<file path="config.mk">
export PLATFORM = sky130hd
export DESIGN_NAME = fifo_uart_tx
export DESIGN_NICKNAME = d
export VERILOG_FILES = /design/src/rtl/fifo_uart_tx.sv
export SDC_FILE = /design/constraint.sdc
export NUM_CORES = 1
export LEC_CHECK = 0
export BUFFER_PORTS_ARGS = -buffer_cell sky130_fd_sc_hd__buf_2
export CORE_MARGIN = 10
export CORE_UTILIZATION = 51
export DETAILED_ROUTE_END_ITERATION = 10
export PLACE_DENSITY = 0.85
export SYNTH_ARGS = -nofsm -noshare
export SYNTH_HDL_FRONTEND = slang
export SYNTH_SLANG_ARGS = --single-unit
</file>
<file path="constraint.sdc">
create_clock -name clk -period 1.6 [get_ports clk]
set_input_delay 0.16 -clock clk [delete_from_list [all_inputs] [get_ports clk]]
set_output_delay 0.16 -clock clk [all_outputs]
set_load 0.01 [all_outputs]
</file>
<file path="src/rtl/fifo_uart_tx.sv">
// UART transmitter that drains a synchronous FIFO: fetch, load, then send
// start, 8 data bits LSB first, optional even parity, and one stop bit.
module fifo_uart_tx #(
    parameter int CLKS_PER_BIT = 16,
    parameter bit PARITY_EN    = 1'b0
) (
    input  logic       clk,
    input  logic       rst_n,
    input  logic       enable,
    input  logic       fifo_empty,
    input  logic [7:0] fifo_rdout,
    output logic       fifo_ren,
    output logic       tx,
    output logic       busy,
    output logic       tx_done
);

    localparam int CNT_W = (CLKS_PER_BIT > 1) ? $clog2(CLKS_PER_BIT) : 1;
    localparam logic [CNT_W-1:0] LAST_CLK = CNT_W'(CLKS_PER_BIT - 1);
    localparam logic [CNT_W-1:0] DONE_CLK = CNT_W'(CLKS_PER_BIT - 2);

    typedef enum logic [2:0] {
        IDLE,
        FETCH,
        LOAD,
        START,
        DATA,
        PARITY,
        STOP
    } state_t;

    state_t           state;
    logic [CNT_W-1:0] clk_cnt;
    logic [2:0]       bit_cnt;
    logic [7:0]       shift_reg;
    logic             parity_bit;
    logic             fetch_ok;
    logic             bit_end;

    assign fetch_ok = enable && !fifo_empty;
    assign bit_end  = (clk_cnt == LAST_CLK);

    always_ff @(posedge clk or negedge rst_n) begin
        if (!rst_n) begin
            state      <= IDLE;
            fifo_ren   <= 1'b0;
            tx         <= 1'b1;
            busy       <= 1'b0;
            tx_done    <= 1'b0;
            bit_cnt    <= '0;
            clk_cnt    <= '0;
            shift_reg  <= '0;
            parity_bit <= 1'b0;
        end else begin
            fifo_ren <= 1'b0;
            tx_done  <= 1'b0;
            case (state)
                IDLE: begin
                    clk_cnt <= '0;
                    tx      <= 1'b1;
                    if (fetch_ok) begin
                        state    <= FETCH;
                        fifo_ren <= 1'b1;
                        busy     <= 1'b1;
                    end
                end
                FETCH: begin
                    state <= LOAD;
                end
                LOAD: begin
                    // Read data is valid exactly in this cycle, one edge after fifo_ren was sampled.
                    shift_reg  <= fifo_rdout;
                    parity_bit <= ^fifo_rdout;
                    bit_cnt    <= '0;
                    clk_cnt    <= '0;
                    tx         <= 1'b0;
                    state      <= START;
                end
                START: begin
                    if (bit_end) begin
                        clk_cnt   <= '0;
                        tx        <= shift_reg[0];
                        shift_reg <= {1'b0, shift_reg[7:1]};
                        state     <= DATA;
                    end else begin
                        clk_cnt <= clk_cnt + 1'b1;
                    end
                end
                DATA: begin
                    if (bit_end) begin
                        clk_cnt <= '0;
                        if (bit_cnt == 3'd7) begin
                            bit_cnt <= '0;
                            if (PARITY_EN) begin
                                tx    <= parity_bit;
                                state <= PARITY;
                            end else begin
                                tx    <= 1'b1;
                                state <= STOP;
                            end
                        end else begin
                            bit_cnt   <= bit_cnt + 3'd1;
                            tx        <= shift_reg[0];
                            shift_reg <= {1'b0, shift_reg[7:1]};
                        end
                    end else begin
                        clk_cnt <= clk_cnt + 1'b1;
                    end
                end
                PARITY: begin
                    if (bit_end) begin
                        clk_cnt <= '0;
                        tx      <= 1'b1;
                        state   <= STOP;
                    end else begin
                        clk_cnt <= clk_cnt + 1'b1;
                    end
                end
                STOP: begin
                    // tx_done is registered, so it is raised one cycle early to land on the last stop cycle.
                    if (bit_end) begin
                        clk_cnt <= '0;
                        if (fetch_ok) begin
                            state    <= FETCH;
                            fifo_ren <= 1'b1;
                        end else begin
                            state <= IDLE;
                            busy  <= 1'b0;
                        end
                    end else begin
                        clk_cnt <= clk_cnt + 1'b1;
                        tx_done <= (clk_cnt == DONE_CLK);
                    end
                end
                default: begin
                    state   <= IDLE;
                    tx      <= 1'b1;
                    busy    <= 1'b0;
                    clk_cnt <= '0;
                end
            endcase
        end
    end

endmodule

</file>
# Yosys cells after proc, flatten, opt, wreduce, memory -nomap -nowiden
# Cells that the tools add are included.
# totals
output_inout_bits	4
word_cells	73
input_bits	12
regBits	22
# op_classes
bitwise_logic	2
n_mux	31
n_eq_ne	17
n_addsub	2
n_reduce_logical	13
# ops
op	n
$mux 3	8
$mux 8	3
$pmux 8 s3	1
$pmux 3 s7	1
$ne 2x2->1 const B	8
$eq 3x3->1 const B	4
$mux 1	12
$reduce_and 4->1	3
$eq 4x4->1 const B	2
$pmux 4 s2	1
$eq 3x2->1 const B	2
$pmux 3 s2	1
$reduce_and 6->1	1
$pmux 1 s5	1
$reduce_or 5->1	1
$add 4x1->4 const B	1
$mux 4	1
$reduce_or 4->1	1
$add 3x1->3 const B	1
$eq 3x1->1 const B	1
$logic_not 3->1	1
$pmux 1 s3	1
$reduce_bool 3->1	1
$not 1->1	2
other kinds (6)	6

# Longest topological paths before layout
# depth
depth_word	5
depth_mapped	6
ltp_nobuf	5

# Least setup slack after synthesis
# Ideal clock, no wire load.
# synth_timing
path_type	register -> register
startpoint	register bit_cnt[0]
endpoint	register shift_reg[0]
path_buffers	0
setup_time_ns	0.079
arrival_ns	1.601
path_stages_with_launch	6
synth_period_minus_slack_ns	1.680
required_ns	1.521
path_slack_ns	-0.080
path_cell_list	dfrtp_1 > ha_1 > ha_1 > o31ai_4 > a21boi_4 > a2bb2oi_1
# synth_via
elab_chain_cells	3
# synth_lines
element	line	text
from (decl)	34	logic [2:0] bit_cnt;
from (signal assigned)	102	bit_cnt <= bit_cnt + 3'd1;
$eq 3x3->1	92	if (bit_cnt == 3'd7) begin
$ne 2x2->1 (no line)	--	
$reduce_and 4->1 (no line)	--	
to (signal assigned)	72	shift_reg <= fifo_rdout;
to (signal assigned)	83	shift_reg <= {1'b0, shift_reg[7:1]};
to (signal assigned)	104	shift_reg <= {1'b0, shift_reg[7:1]};
to (decl)	35	logic [7:0] shift_reg;
# No other way between the ends.
# A chain may end at the register's enable or synchronous reset.

# Worst setup path after layout
# layout_timing
startpoint	register state[1]
endpoint	register shift_reg[2]
# layout_via
elab_chain_cells	3
word_cells_on_any_way	9
cone_classes	6 x eq/ne; 1 x mux; 2 x reduce/logical
# layout_lines
element	line	text
from (decl)	32	state_t state;
from (signal assigned)	45	state <= IDLE;
from (signal assigned)	62	state <= FETCH;
from (signal assigned)	68	state <= LOAD;
$eq 3x3->1 or $eq 3x2->1 (tied branches)	57	case (state)
$ne 2x2->1 (no line) or $reduce_bool 3->1 (tied branches)	--	
$reduce_and 4->1 (no line)	--	
# Several ways; a longest one is shown, not always the timed one.

==> results_dict.tcl <==
set metrics [dict create \
    netlist.area_leader.share 0.414 \
    globalRoute.totalOverflow 0 \
    antenna_found_initial 0 \
    ys_seq_area_frac 0.435 \
    max_stage_delay_ns 0.45 \
    die_area_um2 4880 \
    critPathKind "register to register" \
    timing.fmax_ghz 0.622 \
    met2_usage 0.241 \
    fin_area_um2 1640 \
    cts_max_level 1 \
    largest_reg_flops 8 \
    place_hpwl_um 2250 \
    vias 1159 \
    core_um2 2430 \
    cts_buffers 3 \
    cp_data_arrival_time_ns 1.79 \
    final.min_clock_period_ns 1.61 \
    dp.cells 186 \
    holdWs_ns 0.125 \
    rrSetupSlack_ns -0.007 \
    status "complete, but fails checks" \
    syn-num-nets 153 \
    clock_latency_ns 0.30 \
    clock-sinks 22 \
    yosysWarnings 0 \
    netlist_instances 136 \
    port_buffers 15 \
    grt_pass1_wl_um 5510 \
    grt_usage 0.131 \
    finalSetupViolCount 1 \
    area_delta_synth_final_pct 29.2 \
    ios 16 \
    grt_use_met3 0.0297 \
    hold_class "input port to register" \
    grt_pass1_vias 1195 \
    synthTopCellsByArea "dfrtp_1 41%, ha_1 4.9%, o22ai_1 4.9%, a2bb2oi_1 4.8%, nand2_1 4.1%" \
    gp_congestion 0.803 \
    synth_area_um2 1270 \
    crit_required_ns 1.78 \
    fin_ws_ns -0.00714 \
    synthDistinctLibCells 40 \
    ir_worst_vdd_mv 0.473 \
    violations "negative setup slack" \
    drc 0 \
    vias_per_cell 5.94 \
    total_power_uw 897 \
    cp-start-kind "register" \
    wl_um 3400 \
    placed_area_um2 1440 \
    busiest_layer "met2" \
    synth_top_area_cell "dfrtp_1" \
    rows 18 \
    dr.pass1.iters 4 \
    grt_start_max_net_pins 23 \
    routedWlPerCell_um 17.4 \
    fin_cells 195 \
    root_buffer "clkbuf_4" \
    finalNetCount 183 \
    start_util 0.522 \
    relSlewSlack 0.667 \
    ys_ff_latch 22 \
    fillers 184 \
    die_w_um 69.9 \
    avgSynthCellArea_um2 9.33 \
    rsz0062_at_grt "yes" \
    fin_worst_skew_ns 0.00984 \
    end_kind "register" \
    drv_cap 0 \
    cts_tree "built" \
    drt-initial-drc-count 68 \
    cpMaxStageDelayCell "dfrtp_1" \
    drive_gt1_frac 0.364 \
    p_per_area_nw_per_um2 547 \
    post-route-period-util 1.00 \
    p_leak_nw 0.722 \
    path_cells "and3b_1 > or2_1 > buf_4 > o22ai_2 > a2bb2oi_2" \
    clock_path_buffers 2 \
    ant_nets 0 \
    grt_use_met1 0.147 \
    cts.clk_slew.worst_paths_ns 0.12 \
    finalHoldViolations 0 \
    drv_slew 0 \
    diodes 0 \
    tightestPinTransition_ns 0.499 \
    worstPathMaxFanout 7 \
    die_h_um 69.9 \
]
logic make-up (layout without fill, tap and decap cells):
| logic type | count (synthesis) | count (layout) | synth area share |
|---|---|---|---|
| XOR/XNOR | 2 | 2 | 0.0138 |
| buffers and inverters | 16 | 45 | 0.0602 |
| AND/OR/NAND/NOR | 42 | 42 | 0.164 |
| flip-flops | 22 | 22 | 0.435 |
| adder cells (fa/ha/maj) | 5 | 5 | 0.0493 |
| AO/OA/AOI/OAI | 49 | 49 | 0.278 |
layout make-up:
cell class / count / area [um^2] / share of cell area
Sequential cell: 22 / 553 / 0.337
Inverter: 7 / 26.3 / 0.0160
Clock buffer: 4 / 26.3 / 0.0160
Tap cell: 30 / 37.5 / 0.0229
Timing Repair Buffer: 34 / 233 / 0.142
Multi-Input combinational cell: 98 / 763 / 0.466
repair_timing:
action	in CTS	in global routing
endpoints found under the setup margin	8	12
pin swaps	0	2
hold endpoints to repair	21	0
hold buffers	1	0
resized for setup	3	18
buffers inserted	1	3
Yosys cell counts:
cell and number:
buf_6 1, nand2_1 14, o221ai_1 2, and3_1 1, o311a_1 1, buf_2 4, nor3b_1 1, nor3_1 3
o21ai_0 6, inv_1 6, nor2b_1 2, nand2b_1 5, a21oi_1 6, clkbuf_1 1, dfrtp_1 21, o31ai_1 1
or2_1 1, a21boi_4 1, dfstp_2 1, a32oi_1 2, nand3b_1 1, inv_2 1, ha_1 5, nor2_1 7
o31ai_4 1, o21a_1 1, a31oi_1 2, buf_4 1, and3b_1 1, o21ai_1 6, a2bb2oi_1 7, o2111ai_1 1
nor4_1 2, nand4_1 1, nand3_1 3, xnor2_1 2, buf_1 2, a2111oi_0 1, o22ai_1 10, o2bb2ai_1 1
per-layer routing:
| layer | share of wire | wire length (um) |
|---|---|---|
| met3 | 0.041 | 140 |
| met5 | 0 | 0 |
| met2 | 0.54 | 1840 |
| met1 | 0.39 | 1320 |
| met4 | 0.028 | 94 |
metrics by stage:
step                       util   TNS, ns  setup slack [ns]
after global placement    0.593         0            0.0730
final                     0.674  -0.00714          -0.00714
after detailed placement  0.593   -0.0852           -0.0546
after CTS                 0.613         0            0.0304
after floorplan               -         0            0.0100
after global routing      0.674    -0.218           -0.0860
layout by cell type, fill, tap and decap left out, types with 6 or more instances in the layout:
cell type and instances:
a21oi_1 6, nand2_1 14, inv_1 6, buf_2 15, buf_4 17, o21ai_0 6
dfrtp_1 20, a2bb2oi_2 7, nor2_1 7, o22ai_1 7
worst paths after layout:
path                                      start  cells past startpoint                       end
max                        state[1]$_DFFE_PN0P_                      5  shift_reg[2]$_DFFE_PN0P_
max in group asynchronous                 rst_n                      2            tx$_DFFE_PN1P_
min in group asynchronous                 rst_n                      2          busy$_DFFE_PN0P_
max reg2reg                state[1]$_DFFE_PN0P_                      5  shift_reg[2]$_DFFE_PN0P_
min                               fifo_rdout[7]                      3  shift_reg[7]$_DFFE_PN0P_
min reg2reg                    busy$_DFFE_PN0P_                      1          busy$_DFFE_PN0P_
critical path: cells and delay by family, from the launching register on:
family / cells / cell delay (ns)
compound gates: 2 / 0.33
buf+inv: 1 / 0.19
simple gates: 2 / 0.52
flops: 1 / 0.45
where the power goes:
group,switching (mW),internal [mW]
sequential,0.0109,0.568
combinational,0.0302,0.0319
clock,0.159,0.0971
No activity file was read; power rests on OpenSTA's default activity.
